File: src/rtl/access_permission_ctrl.sv
// Sequential permission checker: one request in flight over valid/ready handshakes,
// with a consecutive-denial counter that triggers a timed lockout.
module access_permission_ctrl #(
  parameter  int LEVEL_W     = 3,
  parameter  int MAX_FAILS   = 3,
  parameter  int LOCK_CYCLES = 16,
  localparam int FC_W        = $clog2(MAX_FAILS + 1),
  localparam int LC_W        = (LOCK_CYCLES > 1) ? $clog2(LOCK_CYCLES) : 1
) (
  input  logic               clk,
  input  logic               rst_n,
  input  logic               req_valid,
  output logic               req_ready,
  input  logic [LEVEL_W-1:0] req_user,
  input  logic [LEVEL_W-1:0] req_file,
  input  logic [2:0]         req_op,
  output logic               rsp_valid,
  input  logic               rsp_ready,
  output logic               rsp_grant,
  output logic [2:0]         rsp_perm,
  output logic               locked,
  output logic [FC_W-1:0]    fail_cnt
);

  typedef enum logic [1:0] {
    IDLE = 2'd0,
    RESP = 2'd1,
    LOCK = 2'd2
  } state_t;

  localparam logic [LEVEL_W-1:0] TOP       = {LEVEL_W{1'b1}};
  localparam logic [FC_W-1:0]    FAIL_MAX  = FC_W'(MAX_FAILS);
  localparam logic [LC_W-1:0]    LOCK_LAST = LC_W'(LOCK_CYCLES - 1);

  state_t          state, state_nxt;
  logic [FC_W-1:0] fail_nxt;
  logic [LC_W-1:0] lock_cnt, lock_nxt;
  logic            op_zero_q;
  logic            load_rsp;
  logic [2:0]      perm_c;
  logic            grant_c;
  logic            ready_q;

  // Level 0..TOP-1 users follow the read-down / write-strictly-down rule;
  // execute additionally requires an odd file level.
  always_comb begin
    // NOTE: every signal driven here gets a default first so no path can infer a latch.
    perm_c = 3'b000;
    if (req_user == TOP) begin
      perm_c = 3'b111;
    end else begin
      perm_c[0] = (req_user >= req_file);
      perm_c[1] = (req_user >  req_file);
      perm_c[2] = (req_user >= req_file) && req_file[0];
    end
  end

  assign grant_c = (req_op != 3'b000) && ((req_op & ~perm_c) == 3'b000);

  always_comb begin
    state_nxt = state;
    fail_nxt  = fail_cnt;
    lock_nxt  = lock_cnt;
    load_rsp  = 1'b0;
    case (state)
      IDLE: begin
        if (req_valid && req_ready) begin
          load_rsp  = 1'b1;
          state_nxt = RESP;
        end
      end
      RESP: begin
        if (rsp_ready) begin
          if (rsp_grant) begin
            fail_nxt = '0;
          end else if (!op_zero_q && (fail_cnt != FAIL_MAX)) begin
            fail_nxt = fail_cnt + FC_W'(1);
          end
          lock_nxt  = '0;
          state_nxt = (fail_nxt == FAIL_MAX) ? LOCK : IDLE;
        end
      end
      LOCK: begin
        if (lock_cnt == LOCK_LAST) begin
          state_nxt = IDLE;
          fail_nxt  = '0;
          lock_nxt  = '0;
        end else begin
          lock_nxt = lock_cnt + LC_W'(1);
        end
      end
      default: state_nxt = IDLE;
    endcase
  end

  // Ready is registered so it stays low throughout reset and rises on the first edge after release.
  always_ff @(posedge clk or negedge rst_n) begin
    if (!rst_n) begin
      state     <= IDLE;
      ready_q   <= 1'b0;
      fail_cnt  <= '0;
      lock_cnt  <= '0;
      rsp_grant <= 1'b0;
      rsp_perm  <= 3'b000;
      op_zero_q <= 1'b0;
    end else begin
      // NOTE: non-blocking assignments keep every register updating from pre-edge values.
      state    <= state_nxt;
      ready_q  <= (state_nxt == IDLE);
      fail_cnt <= fail_nxt;
      lock_cnt <= lock_nxt;
      if (load_rsp) begin
        rsp_grant <= grant_c;
        rsp_perm  <= perm_c;
        op_zero_q <= (req_op == 3'b000);
      end
    end
  end

  assign req_ready = ready_q;
  assign rsp_valid = (state == RESP);
  assign locked    = (state == LOCK);

endmodule

File: config.mk
export PLATFORM = sky130hd
export DESIGN_NAME = access_permission_ctrl
export DESIGN_NICKNAME = d
export VERILOG_FILES = /design/src/rtl/access_permission_ctrl.sv
export SDC_FILE = /design/constraint.sdc
export NUM_CORES = 1
export LEC_CHECK = 0
export BUFFER_PORTS_ARGS = -buffer_cell sky130_fd_sc_hd__buf_2
export CORE_ASPECT_RATIO = 0.9
export CORE_MARGIN = 3
export CORE_UTILIZATION = 35
export CTS_CLUSTER_DIAMETER = 100
export DETAILED_ROUTE_END_ITERATION = 10
export GPL_TIMING_DRIVEN = 1
export SLEW_MARGIN = 0
export SYNTH_ARGS = -nofsm -noshare
export SYNTH_HDL_FRONTEND = slang
export SYNTH_SLANG_ARGS = --single-unit
File: constraint.sdc
create_clock -name clk -period 4.2 [get_ports clk]
set_input_delay 0.42 -clock clk [delete_from_list [all_inputs] [get_ports clk]]
set_output_delay 0.42 -clock clk [all_outputs]
set_load 0.02 [all_outputs]
== Word-level counts from Yosys, hierarchy flattened ==
Index checks and enable logic that the tools add are counted.

* $add $sub $neg: 2
* $lt $le $gt $ge: 2
* Equality and inequality tests: 8
* Multiplexer cells: 18
* Bitwise operators: 2
* Reductions and logical operators: 13

{| class="wikitable"
|+ Operator list
! cell !! count
|-
| $mux 2 || 10
|-
| $mux 4 || 2
|-
| $pmux 4 s2 || 1
|-
| $logic_not 3->1 || 2
|-
| $pmux 2 s3 || 1
|-
| $add 4x1->4 const B || 1
|-
| $eq 2x2->1 const B || 2
|-
| $eq 4x4->1 const B || 1
|-
| $logic_and 1x1->1 || 4
|-
| $logic_not 2->1 || 2
|-
| $ne 2x1->1 const B || 2
|-
| $pmux 2 s2 || 1
|-
| $and 3x3->3 || 1
|-
| $eq 3x3->1 const B || 1
|-
| $ge 3x3->1 || 1
|-
| $gt 3x3->1 || 1
|-
| $mux 3 || 1
|-
| $not 3->3 || 1
|-
| $reduce_and 3->1 || 1
|-
| $reduce_bool 3->1 || 1
|-
| $add 2x1->2 const B || 1
|-
| $eq 2x1->1 const B || 1
|-
| $mux 1 || 2
|-
| $ne 2x2->1 const B || 1
|-
| other kinds (3) || 3
|}

* Register bits: 14
* Logic and storage cells: 52

== Longest topological paths before layout ==
Gate-level depths: netlist of the first run.

* Depth in word-level cells: 11
* Gate-level depth with buffers: 7

== Worst setup path before layout of the first run ==
Ideal clock, no wire load.

* Path kind: flip-flop to flip-flop
* Start: reg fail_cnt[0]
* End: reg ready_q (netlist: req_ready)
* Setup time: 130 ps
* Data arrival time: 1598 ps
* Slack: 2473 ps
* Stages on the path, launching flop included: 6
* Buffers on the path: 0
* Clock period less this slack: 1727 ps
* Cells stage by stage: dfrtp_1 -> ha_1 -> or3b_1 -> a21o_1 -> o32ai_2 -> nor2_1

* Word-level cells in the longest chain between the ends: 11
* Elaborated cells on any way between the ends: 12

{| class="wikitable"
|+ Ends and longest elaborated chain
! what !! line !! RTL
|-
| from (decl) || 22 || <nowiki>output logic [FC_W-1:0] fail_cnt</nowiki>
|-
| from (signal assigned) || 110 || <nowiki>fail_cnt <= fail_nxt;</nowiki>
|-
| parallel branches: the longest is 2 deep, another holds $add 2x1->2 || - ||
|-
| $mux 2 (*) || 76 || <nowiki>end else if (!op_zero_q && (fail_cnt != FAIL_MAX)) begin</nowiki>
|-
| $mux 2 (*) || 74 || <nowiki>if (rsp_grant) begin</nowiki>
|-
| $mux 2 (*) || 73 || <nowiki>if (rsp_ready) begin</nowiki>
|-
| $mux 2 (*) || 65 || <nowiki>case (state)</nowiki>
|-
| $eq 2x2->1 (*) || 80 || <nowiki>state_nxt = (fail_nxt == FAIL_MAX) ? LOCK : IDLE;</nowiki>
|-
| $mux 2 (*) || 80 ||
|-
| $mux 2 (*) || 73 ||
|-
| $pmux 2 s3 (*) || 65 ||
|-
| via state_nxt[1] || 35 || <nowiki>state_t state, state_nxt;</nowiki>
|-
| $logic_not 2->1 (*) || 109 || <nowiki>ready_q <= (state_nxt == IDLE);</nowiki>
|-
| to (signal assigned) || 109 ||
|-
| to (decl) || 42 || <nowiki>logic ready_q;</nowiki>
|}

Mark *: on every way through the listed nets, which the timed path passes. The select of a mux whose other input is x is not followed.
A chain may end at the register's enable or synchronous reset.

== Worst setup path in the final report of the first run ==
* Start: reg state[0]
* End: out locked

* Word-level cells in the longest chain between the ends: 1

{| class="wikitable"
|+ Ends and longest elaborated chain
! what !! line !! RTL
|-
| from (decl) || 35 ||
|-
| from (signal assigned) || 108 || <nowiki>state <= state_nxt;</nowiki>
|-
| $eq 2x2->1 || 122 || <nowiki>assign locked = (state == LOCK);</nowiki>
|-
| to (decl) || 21 || <nowiki>output logic locked,</nowiki>
|}

No other way between the ends.

==> results, run 1 <==
- Relative to the synthesized area, the layout overhead comes to 19.1%.
- The source-to-sink clock delay at the later pin of the worst-skew pair is 0.28 ns.
- The synthesized netlist devotes 18.4% of its cell area to simple gates.
- Setup repair after global routing left no endpoint under its margin.
- Synthesis instantiated 30 different standard cells from the library.
- In the post-synthesis netlist, the biggest area contributors are dfrtp_1 40%, ha_1 13%, o21ai_0 5.7%.
- In the synthesized netlist, the cells that appear most often are 14 x dfrtp_1, 13 x nand2_1, 10 x o21ai_0, 9 x ha_1.
- The number of global-route vias before repair was 647.
- Dividing the final minimum period by the clock period gives 44.2%.
- Max-cap violations in this run came to 0.
- Row generation in the floorplan step produced 16 rows.
- The count of port buffers added during placement is 21.
- Measured against its own limit, the worst slew margin works out to 68.5%.
- The worst setup path is captured at an output port.
- For this block, the routed nets add up to 1860 um of wire.
- The first detailed-routing pass ran for 4 iterations.
- The flow ran to the end, and the final reports show no timing, DRC or antenna violations.
- The startpoint of the worst setup timing path is state[0]$_DFF_PN0_.
- The final estimated routing congestion in global placement is 0.727.
- The count of nets left with antenna violations once routing finished came out at 0.
- The worst path in the final design needs a cycle of 1.86 ns, including I/O delays and setup.
- After the last flow step, the layout net total stands at 142.
- The post-synthesis mux area share is 2.44%.
- The final count of hold timing violations is 0.
- The endpoint required time on the critical path is 3.78 ns.
- The endpoint of the most critical register-to-register path is req_ready$_DFF_PN0_.
- The global-route wire length before repair is 2950 um.
- STA classifies the critical path startpoint as a register.
- The fraction of final layout cells with drive strength greater than 1 is 23.5%.
- The internal reg-to-reg setup slack is 2.47 ns.
- The slowest library cell on the worst path is dfrtp_1.
- The dominant cell type by area after synthesis is dfrtp_1.
- The async set or reset register ratio after synthesis is 100%.
- The area enclosed by the die boundary is 3130 sq um.
- Walking the worst path, the cells encountered are inv_1, ha_1, buf_2.
- The synthesized design contains 0 enable-type register cells.
- After clock tree synthesis, the clock-pin slew on the worst setup and hold paths is 0.09 ns.
- In the synthesized netlist the dominant register cell turns out to be dfrtp_1.
- The core box area is 2260 sq um.
- The area share of fa/ha/maj cells after synthesis is 12.9%.
- The final worst slack is 2.34 ns.
- The initial antenna violation count is 0.
- The vertical die dimension is 53.4 um.
- The startpoint identified for the worst register-to-register timing path is fail_cnt[0]$_DFFE_PN0P_.
- The maximum buffer depth of the clock tree is 2.
- TritonCTS built the clock tree.
- The via count of the routed design is 774.
- The most frequently used cell type in the post-synthesis netlist is dfrtp_1.
- The number of pins with negative max-slew slack in the final report is 0.
- The post-synthesis instance total is 96.
- The highest cell delay on the worst timing path is 0.41 ns.
- Counting every net in the synthesized netlist gives 118.
- The instance count after placement with tap cells included is 142.
- In this run the count of I/O pins placed on the die edge is 22.
- Along the worst path, the maximum fanout reaches 11.
- Counting cells, the worst reg-to-reg path comes to 5.
- Summed over all nets, the half-perimeter wirelength after detailed placement is 1380 um.
- Each instance of the synthesized netlist takes up on average 9.08 sq um.
- The measured slew at the worst slew-check pin is 0.459 ns.
- After clock tree synthesis, the flow added hold-fix buffers numbering 0.
- Clock tree synthesis found a total of 14 sinks.
- Once the floorplan was initialized, standard cells occupied 38.6% of the core.
- The detailed router finished its first iteration with 21 violations.
- The classification of the worst-slack hold path is in2async.
- After detailed routing, the average wire length per cell comes to 12.7 um.
- Of the post-synthesis cell area, the dominant cell type holds 40.2%.
- The worst setup skew after layout is 0.00321 ns.
- The worst endpoint data arrival time is 1.44 ns.
- For this run the aggregate overflow at the end of global routing stands at 0.
- The xor and xnor area share after synthesis is 0%.
- The worst setup path is of the reg2out kind.
- The width of the die is 58.6 um.
- The register bit total from synthesis is 14.
- By area, the combinational part of the netlist is dominated by compound AO/OA/AOI/OAI gates.
- The total setup violations reported at the end of the flow is 0.
- For this run, the number of Yosys warnings is 0.
- Entering global routing, the biggest net connects 15 pins.
- The end point of the critical path is locked.
- The leakage power is 0.539 nW.
- Across the VDD grid, the largest voltage drop is 0.369 mV.
- The post-place setup slack is 2.48 ns.
- In the global route stage, overall resource usage came out at 12.9%.
- Leaving out filler cells and counting taps, the final layout contains 146.
- Clock tree synthesis inserted a total of 3 buffers.
- Setup total negative slack on the finished layout was measured at 0 ns.
- After detailed routing, the number of remaining DRC violations is 0.
- The clock root buffer is clkbuf_4.
- The total standard cell area after synthesis is 872 sq um.
- The number of setup buffers added after CTS is 0.
- The synthesized netlist devotes 22.1% of its cell area to compound gates.
- Sequential elements use 40.2% of the synthesized area.
- For this run, the top clock speed supported by timing is 539 MHz.
- After detailed routing, the number of vias per cell comes to 5.30.
- The share of the core filled with cells in the final layout is 45.9%.
- Dividing total power by cell area gives a power density of 657 nW/um^2.
- The count of cells resized by post-cts repair is 0.
- CTS built an H-tree with a depth of 1.
- The diode insertion count for antenna repair is 0.
==> worst min path at each step <==
stage	start	endpoint	cells after the start
finish	rst_n	fail_cnt[1]$_DFFE_PN0P_	1
global route	rst_n	fail_cnt[1]$_DFFE_PN0P_	1
detailed placement	rst_n	fail_cnt[0]$_DFFE_PN0P_	1
global placement	rst_n	fail_cnt[0]$_DFFE_PN0P_	1
floorplan	rst_n	fail_cnt[0]$_DFFE_PN0P_	0
CTS	rst_n	fail_cnt[0]$_DFFE_PN0P_	1
==> kinds of logic (layout without fill, tap and decap cells) <==
kind of cell	Yosys count	after routing
AO/OA/AOI/OAI	28	28
adder cells (fa/ha/maj)	9	9
buffers and inverters	9	32
flip-flops	14	14
multiplexers	2	2
AND/OR/NAND/NOR	34	34
==> flip-flops by register name, summed over array words and instances, names as in the netlist <==
name and cells:
state 2, rsp_perm 3, op_zero_q 1, rsp_grant 1, fail_cnt 2, lock_cnt 4, req_ready 1
==> layer usage <==
| layer | track usage [%] | share of wire [%] | vias up |
|---|---|---|---|
| met5 | 0 | 0 | - |
| met4 | 4.53 | 0.92 | 0 |
| li1 | - | - | 391 |
| met2 | 19.5 | 43 | 23 |
| met3 | 5.12 | 6.6 | 2 |
| met1 | 16.7 | 49 | 358 |
==> worst max-delay path, delay by kind of cell, from the launching register on <==
kind	cells	cell delay, ns
flops	1	0.41
buf+inv	2	0.36
fa+ha+maj	1	0.39
==> placed cells by master, fill, tap and decap left out <==
| master | n |
|---|---|
| ha_1 | 9 |
| or3b_1 | 1 |
| a31oi_1 | 1 |
| a21oi_1 | 3 |
| o21ai_0 | 10 |
| buf_2 | 21 |
| o21a_1 | 1 |
| nor2b_1 | 3 |
| a22o_1 | 1 |
| a211oi_1 | 1 |
| mux2i_1 | 1 |
| nor2_1 | 7 |
| nand4_1 | 1 |
| a21o_1 | 2 |
| mux2_2 | 1 |
| o31ai_1 | 2 |
| nand2b_1 | 2 |
| a221oi_1 | 3 |
| o41ai_1 | 1 |
| nand3_1 | 4 |
| clkbuf_4 | 3 |
| dfrtp_1 | 14 |
| clkbuf_8 | 1 |
| nand3b_1 | 1 |
| o32ai_2 | 1 |
| nand2_1 | 13 |
| a31o_2 | 1 |
| inv_1 | 7 |
| and3_1 | 1 |
| nor3_1 | 1 |
| a21boi_0 | 1 |
==> layout make-up <==
type / instances / area (sq um)
Multi-Input combinational cell: 73 / 487
Sequential cell: 14 / 350
Fill cell: 230 / 1220
Timing Repair Buffer: 21 / 105
Tap cell: 27 / 33.8
Inverter: 7 / 26.3
Clock buffer: 4 / 36.3
==> through the flow <==
stage / total power [mW] / instance area [sq um] / hold WS, ns
2_1_floorplan: 0.492 / 872 / 0.124
3_3_place_gp: 0.582 / 1000 / 0.342
3_5_place_dp: 0.586 / 1000 / 0.341
4_1_cts: 0.688 / 1040 / 0.0278
5_1_grt: 0.747 / 1040 / 0.0230
6_report: 0.683 / 1040 / 0.0162
==> report_power, final <==
group / internal, mW / switching, mW
combinational: 0.148 / 0.207
sequential: 0.185 / 0.0428
clock: 0.0528 / 0.0480
total: 0.385 / 0.298
Note: power is estimated with default switching activity, not from simulation.
==> run 2: changes to the inputs <==
==> constraint.sdc (replaced) <==
create_clock -name clk -period 1.9 [get_ports clk]
set_input_delay 0.19 -clock clk [delete_from_list [all_inputs] [get_ports clk]]
set_output_delay 0.19 -clock clk [all_outputs]
set_load 0.02 [all_outputs]
==> run 2 against run 1 <==
Sequential power rose by 120%. Routed wire length fell by 0.11%. Via count fell by 2.8%. Worst setup slack got worse by 2.2 ns. Critical endpoint is now req_ready$_DFF_PN0_. Non-clock buffer count rose by 2. Die area did not move. Power rose by 120%. Worst hold slack improved by 0.081 ns. Combinational power rose by 130%. Cell area rose by 1.7%.
==> results, run 2 (synthesis gave the netlist of run 1 again) <==
- The final period utilization is 91.2%.
- The library cell used most frequently in the layout, excluding fill and tap cells, is buf_2.
- The startpoint of the worst setup timing path is fail_cnt[0]$_DFFE_PN0P_.
- Sequential cells account for 33.3% of the total power.
- The global-route wire length before repair is 3240 um.
- The final count of hold timing violations was 0.
- Before CTS, the worst setup slack after placement is 0.166 ns.
- The starting DRC count in detailed routing is 19.
- The flip-flop count of the largest register, all copies and words added is 4.
- In the final layout, the registers with the most flip-flops are lock_cnt x4, rsp_perm x3.
- The worst endpoint data arrival time is 1.90 ns.
- The number of nets at the end of the flow is 144.
- Clock skew on the completed layout was measured at 0.00437 ns.
- The number of pins with negative max-slew slack in the final report is 0.
- The area added between synthesis and finish is 21.1%.
- The flow ran to the end, and the final reports show no timing, DRC or antenna violations.
- The cell-internal power is 864 uW.
- The instance count after placement with tap cells included is 143.
- The total routing usage reported by global routing is 14.0%.
- In the final routed layout, each cell accounts on average for 12.5 um.
- The largest fanout on the critical path is 5.
- The kind of end point of the critical path is a register.
- The maximum buffer depth of the clock tree is 2.
- The fmax is 577 MHz.
- At the pin with the least slew margin, the transition time is 0.482 ns.
- The startpoint identified for the worst hold timing path is req_op[0].
- The max-slew headroom at the worst pin is 66.9%.
- The reg-to-reg critical path startpoint is fail_cnt[0]$_DFFE_PN0P_.
- Clock tree synthesis found a total of 14 sinks.
- The final worst slack is 0.168 ns.
- For this design the ratio of total power to cell area is 1450 nW/um^2.
- The vertical die dimension is 53.4 um.
- Setup repair after global routing left no endpoint under its margin.
- 22 I/O pins were placed.
- The worst path in the final design needs a cycle of 1.73 ns, including I/O delays and setup.
- Post-CTS repair changed the size of 0 cells.
- Entering global routing, the biggest net connects 15 pins.
- In the layout the commonest cells are 21 x buf_2, 14 x dfrtp_1, 13 x nand2_1, 10 x o21ai_0, 9 x ha_1.
- Summed over all nets, the switching power comes to 664 uW.
- Row generation in the floorplan step produced 16 rows.
- After legalization and detailed placement, the total HPWL measured 1440 um.
- The width of the die is 58.6 um.
- After routing, the total negative slack on setup checks comes to 0 ns.
- The logic gate share of total power is 52.4%.
- After detailed routing, the total wire length is 1850 um.
- The clock root buffer is clkbuf_4.
- The post-CTS setup buffer count is 0.
- 0 antenna diodes ended up in the layout.
- The worst setup path is launched from a register.
- Of the total power, the share spent switching nets is 43.5%.
- The kind of critical path is reg2reg.
- The clock network fraction of total power is 14.3%.
- The total setup violations reported at the end of the flow is 0.
- The clock transition at the register clock pins on the worst setup and hold paths after CTS is 0.09 ns.
- The die covers 3130 sq um.
- The leakage power is 0.547 nW.
- The initial antenna violation count is 0.
- The core box area is 2260 sq um.
- IR analysis of the VDD net gives a maximum drop of 0.714 mV.
- The remaining antenna violation count after routing is 0.
- The DRC violation count after routing is 0.
- The worst hold path belongs to the class in2reg.
- Max-cap violations in this run came to 0.
- The count of port buffers added during placement is 21.
- The source-to-sink clock delay at the later pin of the worst-skew pair is 0.28 ns.
- At the end of routability-driven placement, the weighted congestion stood at 0.712.
- The layout has 231 filler cells.
- For the worst setup path, the data required time is 2.07 ns.
- The register with the most flip-flops in the final layout is lock_cnt.
- After detailed routing, the number of vias per cell comes to 5.08.
- In this run, CTS created clock tree buffers numbering 3.
- The number of global-route vias before repair is 744.
- The number of buffers added to fix hold violations after cts is 1.
- The initial core utilization is 38.6%.
- The total overflow reported by the global router is 0.
- In this run the number of H-tree levels came out at 1.
- Cells fill 46.7% of the core in the end.
- The detailed-routing iteration count for the pre-antenna-repair pass is 2.
- The filler-free cell count of the finished design is 148.
- Across all layers, the routed design uses 752 vias.
- The clock tree from TritonCTS is done.
- Of the cells placed in the final design, the portion with a size suffix greater than 1 is 24.0%.
-- run 2: changes by cell type in the layout (fill, tap and decap cells not counted), sizes merged --
cell         delta
dlygate4sd3     +1
buf             +1
-- run 2: final cells by class --
class	count	area, sq um	area share (%)
multi-input combinational	73	487	46.1
sequential	14	350	33.2
timing repair buffer	23	123	11.6
clock buffer	4	36.3	3.44
tap	27	33.8	3.20
inverter	7	26.3	2.49
-- run 2: path summary, 6_finish.rpt --
check                                           to  slack, ns  depth (start not counted)
setup / recovery               req_ready$_DFF_PN0_       0.17                          5
hold / removal               op_zero_q$_DFFE_PN0P_        0.1                          2
hold reg to reg            rsp_perm[2]$_DFFE_PN0P_       0.48                          2
setup reg to reg               req_ready$_DFF_PN0_       0.17                          5
min in group asynchronous  fail_cnt[1]$_DFFE_PN0P_       0.32                          2
max in group asynchronous  lock_cnt[2]$_DFFE_PN0P_       1.33                          2
-- run 2: per-layer routing --
layer | up-vias | part of all wire, % | global-route usage, %
li1 | 392 | - | -
met1 | 346 | 50 | 16.8
met2 | 12 | 43 | 22.7
met3 | 2 | 5.3 | 5.61
met4 | 0 | 0.92 | 4.53
met5 | - | 0 | 0
-- run 2: metrics by stage --
stage	hold WS [ns]	power [mW]	instance area, sq um
detailed placement	0.111	1.31	1010
global route	0.0829	1.67	1060
floorplan	-0.106	1.09	872
global placement	0.115	1.30	1010
CTS	0.0856	1.55	1060
finish	0.0975	1.53	1060
-- run 2: critical path: stages (launching register included) --
cell     delay [ns]
dfrtp_1        0.44
ha_1           0.29
or3b_1         0.33
a21o_1         0.19
o32ai_2        0.28
nor2_1         0.08
-- run 2: power groups by stage --
stage,clock network (mW),registers [mW],logic (mW)
2_1_floorplan,0,0.577,0.512
3_3_place_gp,0,0.506,0.795
3_5_place_dp,0,0.512,0.802
4_1_cts,0.230,0.508,0.808
5_1_grt,0.245,0.524,0.903
6_report,0.219,0.509,0.801
==> run 3: changes to the inputs <==
--- a/config.mk
+++ b/config.mk
@@ -6,7 +6,7 @@
 export NUM_CORES = 1
 export LEC_CHECK = 0
 export BUFFER_PORTS_ARGS = -buffer_cell sky130_fd_sc_hd__buf_2
-export CORE_ASPECT_RATIO = 0.9
+export CORE_ASPECT_RATIO = 1.2
 export CORE_MARGIN = 3
 export CORE_UTILIZATION = 35
 export CTS_CLUSTER_DIAMETER = 100
==> run 3 against run 2 <==
Clock power barely moved. Sequential power about the same. Sequential cell count stayed put. Power decreased by 0.77%. Worst hold slack improved by 0.010 ns. Critical endpoint unchanged.
==> results, run 3 (synthesis gave the netlist of run 1 again) <==
- The run finished with clean final reports.
- The highest cell delay on the worst timing path is 0.43 ns.
- In the final layout, the registers with the most flip-flops are lock_cnt x4, rsp_perm x3.
- The final-layout setup total negative slack is 0 ns.
- The repair_antennas step left the layout with diodes totalling 0.
- The part of the total power dissipated in sequential elements is 33.3%.
- The worst setup path is captured at a register.
- The cell sitting at the root of the clock tree is a clkbuf_4.
- The startpoint of the worst setup timing path is fail_cnt[0]$_DFFE_PN0P_.
- The number of global-route vias before repair is 712.
- STA puts the critical path data required time at 2.06 ns.
- lock_cnt holds more flip-flops than any other register.
- The max-slew headroom at the worst pin is 66.3%.
- The area added between synthesis and finish is 22.0%.
- The final count of hold timing violations is 0.
- Clock-pin slew was measured on the worst setup and hold paths at 0.09 ns.
- The number of violations of the max-capacitance limit is 0.
- The final estimated routing congestion in global placement is 0.721.
- The count of buffering cells on the critical path with inverters included is 0.
- The depth of the CTS H-tree is 1.
- The wire-length estimate of the detail-placed layout is 1430 um.
- The vertical die dimension is 60.7 um.
- In this run the count of I/O pins placed on the die edge is 22.
- The measured slew at the worst slew-check pin is 0.491 ns.
- Input and output buffers added on the ports amount to 21.
- The source of the worst hold timing path is req_op[0].
- After detailed routing, the number of vias per cell comes to 4.99.
- The maximum buffer depth of the clock tree is 2.
- Across the VDD grid, the largest voltage drop is 0.789 mV.
- The kind of start point of the critical path is a register.
- For this run, design rule violations remaining after detail routing come to 0.
- Wire segments on met2 add up to 785 um in the final route.
- The logic gate share of total power is 52.4%.
- In this run the power density over the cells is 1430 nW/um^2.
- The global-route wire length before repair is 3130 um.
- Leaving out fill and tap cells, the most frequent cell in the layout is buf_2.
- The detailed router used layers up to and including met4.
- The initial antenna violation count is 0.
- Wire segments on met3 add up to 102 um in the final route.
- Setup violations remaining at the end of the flow were counted as 0.
- On the critical path, the stage with the largest delay is an instance of dfrtp_1.
- The routed design has 1770 um of wire.
- The routed length per placed instance is 11.6 um.
- The number of pins with negative max-slew slack in the final report is 0.
- The number of nets at the end of the flow is 144.
- The initialized floorplan defines 19 standard-cell rows.
- TritonCTS created 3 clock buffers.
- The flip-flop count of the largest register, all copies and words added is 4.
- The kind of critical path is reg2reg.
- The time the final worst path needs with I/O delays and setup is 1.72 ns.
- The clock network fraction of total power is 14.3%.
- The proportion of total power due to net switching is 43.0%.
- The remaining antenna violation count after routing is 0.
- From left edge to right edge, the die measures 51.6 um.
- The cell-internal power is 865 uW.
- The critical path goes through ha_1, or3b_1, a21o_1, o32ai_2, nor2_1.
- After layout, the worst path uses 90.3% of the clock period.
- The reg-to-reg critical path startpoint is fail_cnt[0]$_DFFE_PN0P_.
- Leaving out fill and tap cells, the most frequent cells in the layout are 21 x buf_2, 14 x dfrtp_1, 13 x nand2_1, 10 x o21ai_0, 8 x ha_1.
- Before antenna repair, the detailed router went through 4 iterations.
- For this run the aggregate overflow at the end of global routing stands at 0.
- Global routing used 13.2% of the available tracks.
- Setup repair after global routing left no endpoint under its margin.
- In this run the worst path has a maximum fanout of 5.
- The source-to-sink clock delay at the later pin of the worst-skew pair is 0.28 ns.
- The starting DRC count in detailed routing is 22.
- The worst setup skew after layout is 0.00325 ns.
- Data arrives at the worst endpoint at 1.88 ns.
- The detailed-routing wirelength on met1 is 845 um.
- The total area inside the core boundary comes to 2330 sq um.
- The cell family contributing the most delay on the critical path is compound AO/OA/AOI/OAI gates.
- The analysis attributes to cell leakage a power of 0.545 nW.
- The maximum number of pins on one net before global-route repair is 15.
- Summing over every cut layer, the via total after detailed routing is 759.
- For this design the total switching power over the nets is 652 uW.
- The total clock sinks is 14.
- The initial core utilization is 37.4%.
- The clock tree from TritonCTS is done.
- The design draws 1.52 mW.
- For this run, the top clock speed supported by timing is 583 MHz.
- The fraction of final layout cells with drive strength greater than 1 is 24.8%.
- The die covers 3130 sq um.
- The classification of the worst-slack hold path is in2reg.
## run 3: power groups by stage
stage | clock, mW | combinational (mW) | sequential [mW]
2_1_floorplan | 0 | 0.512 | 0.577
3_3_place_gp | 0 | 0.798 | 0.506
3_5_place_dp | 0 | 0.802 | 0.511
4_1_cts | 0.223 | 0.805 | 0.509
5_1_grt | 0.237 | 0.892 | 0.530
6_report | 0.216 | 0.795 | 0.506
## run 3: through the flow
stage / util [%] / worst slack [ns] / cells / cell area [sq um] / hold WS [ns]
3_5_place_dp: 43.6 / 0.165 / 147 / 1010 / 0.111
3_3_place_gp: 43.6 / 0.242 / 147 / 1010 / 0.112
6_report: 45.6 / 0.183 / 152 / 1060 / 0.108
4_1_cts: 45.5 / 0.177 / 152 / 1060 / 0.103
2_1_floorplan: - / 0.173 / 96 / 872 / -0.106
5_1_grt: 45.6 / 0.0315 / 152 / 1060 / 0.132
## run 3: layout make-up
type                    instances  area (sq um)
fillers                       243          1270
multi-input cells              73           489
flip-flops and latches         14           350
repair buffers                 23           123
well taps                      31          38.8
clock buffers                   4          36.3
inverters                       7          26.3
## run 3: layer usage
metal / GRT usage, % / vias up
met4: 6.74 / 0
met5: 0 / -
met1: 18.4 / 340
met2: 19.6 / 18
li1: - / 397
met3: 2.21 / 4
## run 3: final timing paths
check / endpoint / slack (ns) / cells after the start
worst min register to register: rsp_perm[0]$_DFFE_PN0P_ / 0.48 / 2
min in group asynchronous: state[1]$_DFF_PN0_ / 0.32 / 2
worst max-delay path: req_ready$_DFF_PN0_ / 0.18 / 5
worst min-delay path: op_zero_q$_DFFE_PN0P_ / 0.11 / 2
max in group asynchronous: rsp_perm[1]$_DFFE_PN0P_ / 1.34 / 2
worst max register to register: req_ready$_DFF_PN0_ / 0.18 / 5
## run 3: what timing repair did
item | CTS | global route
hold buffers | 1 | 0
endpoints found under the hold margin | 14 | 0
resized for setup | 0 | 1
endpoints found under the setup margin | 0 | 1
buffers inserted | 0 | 0
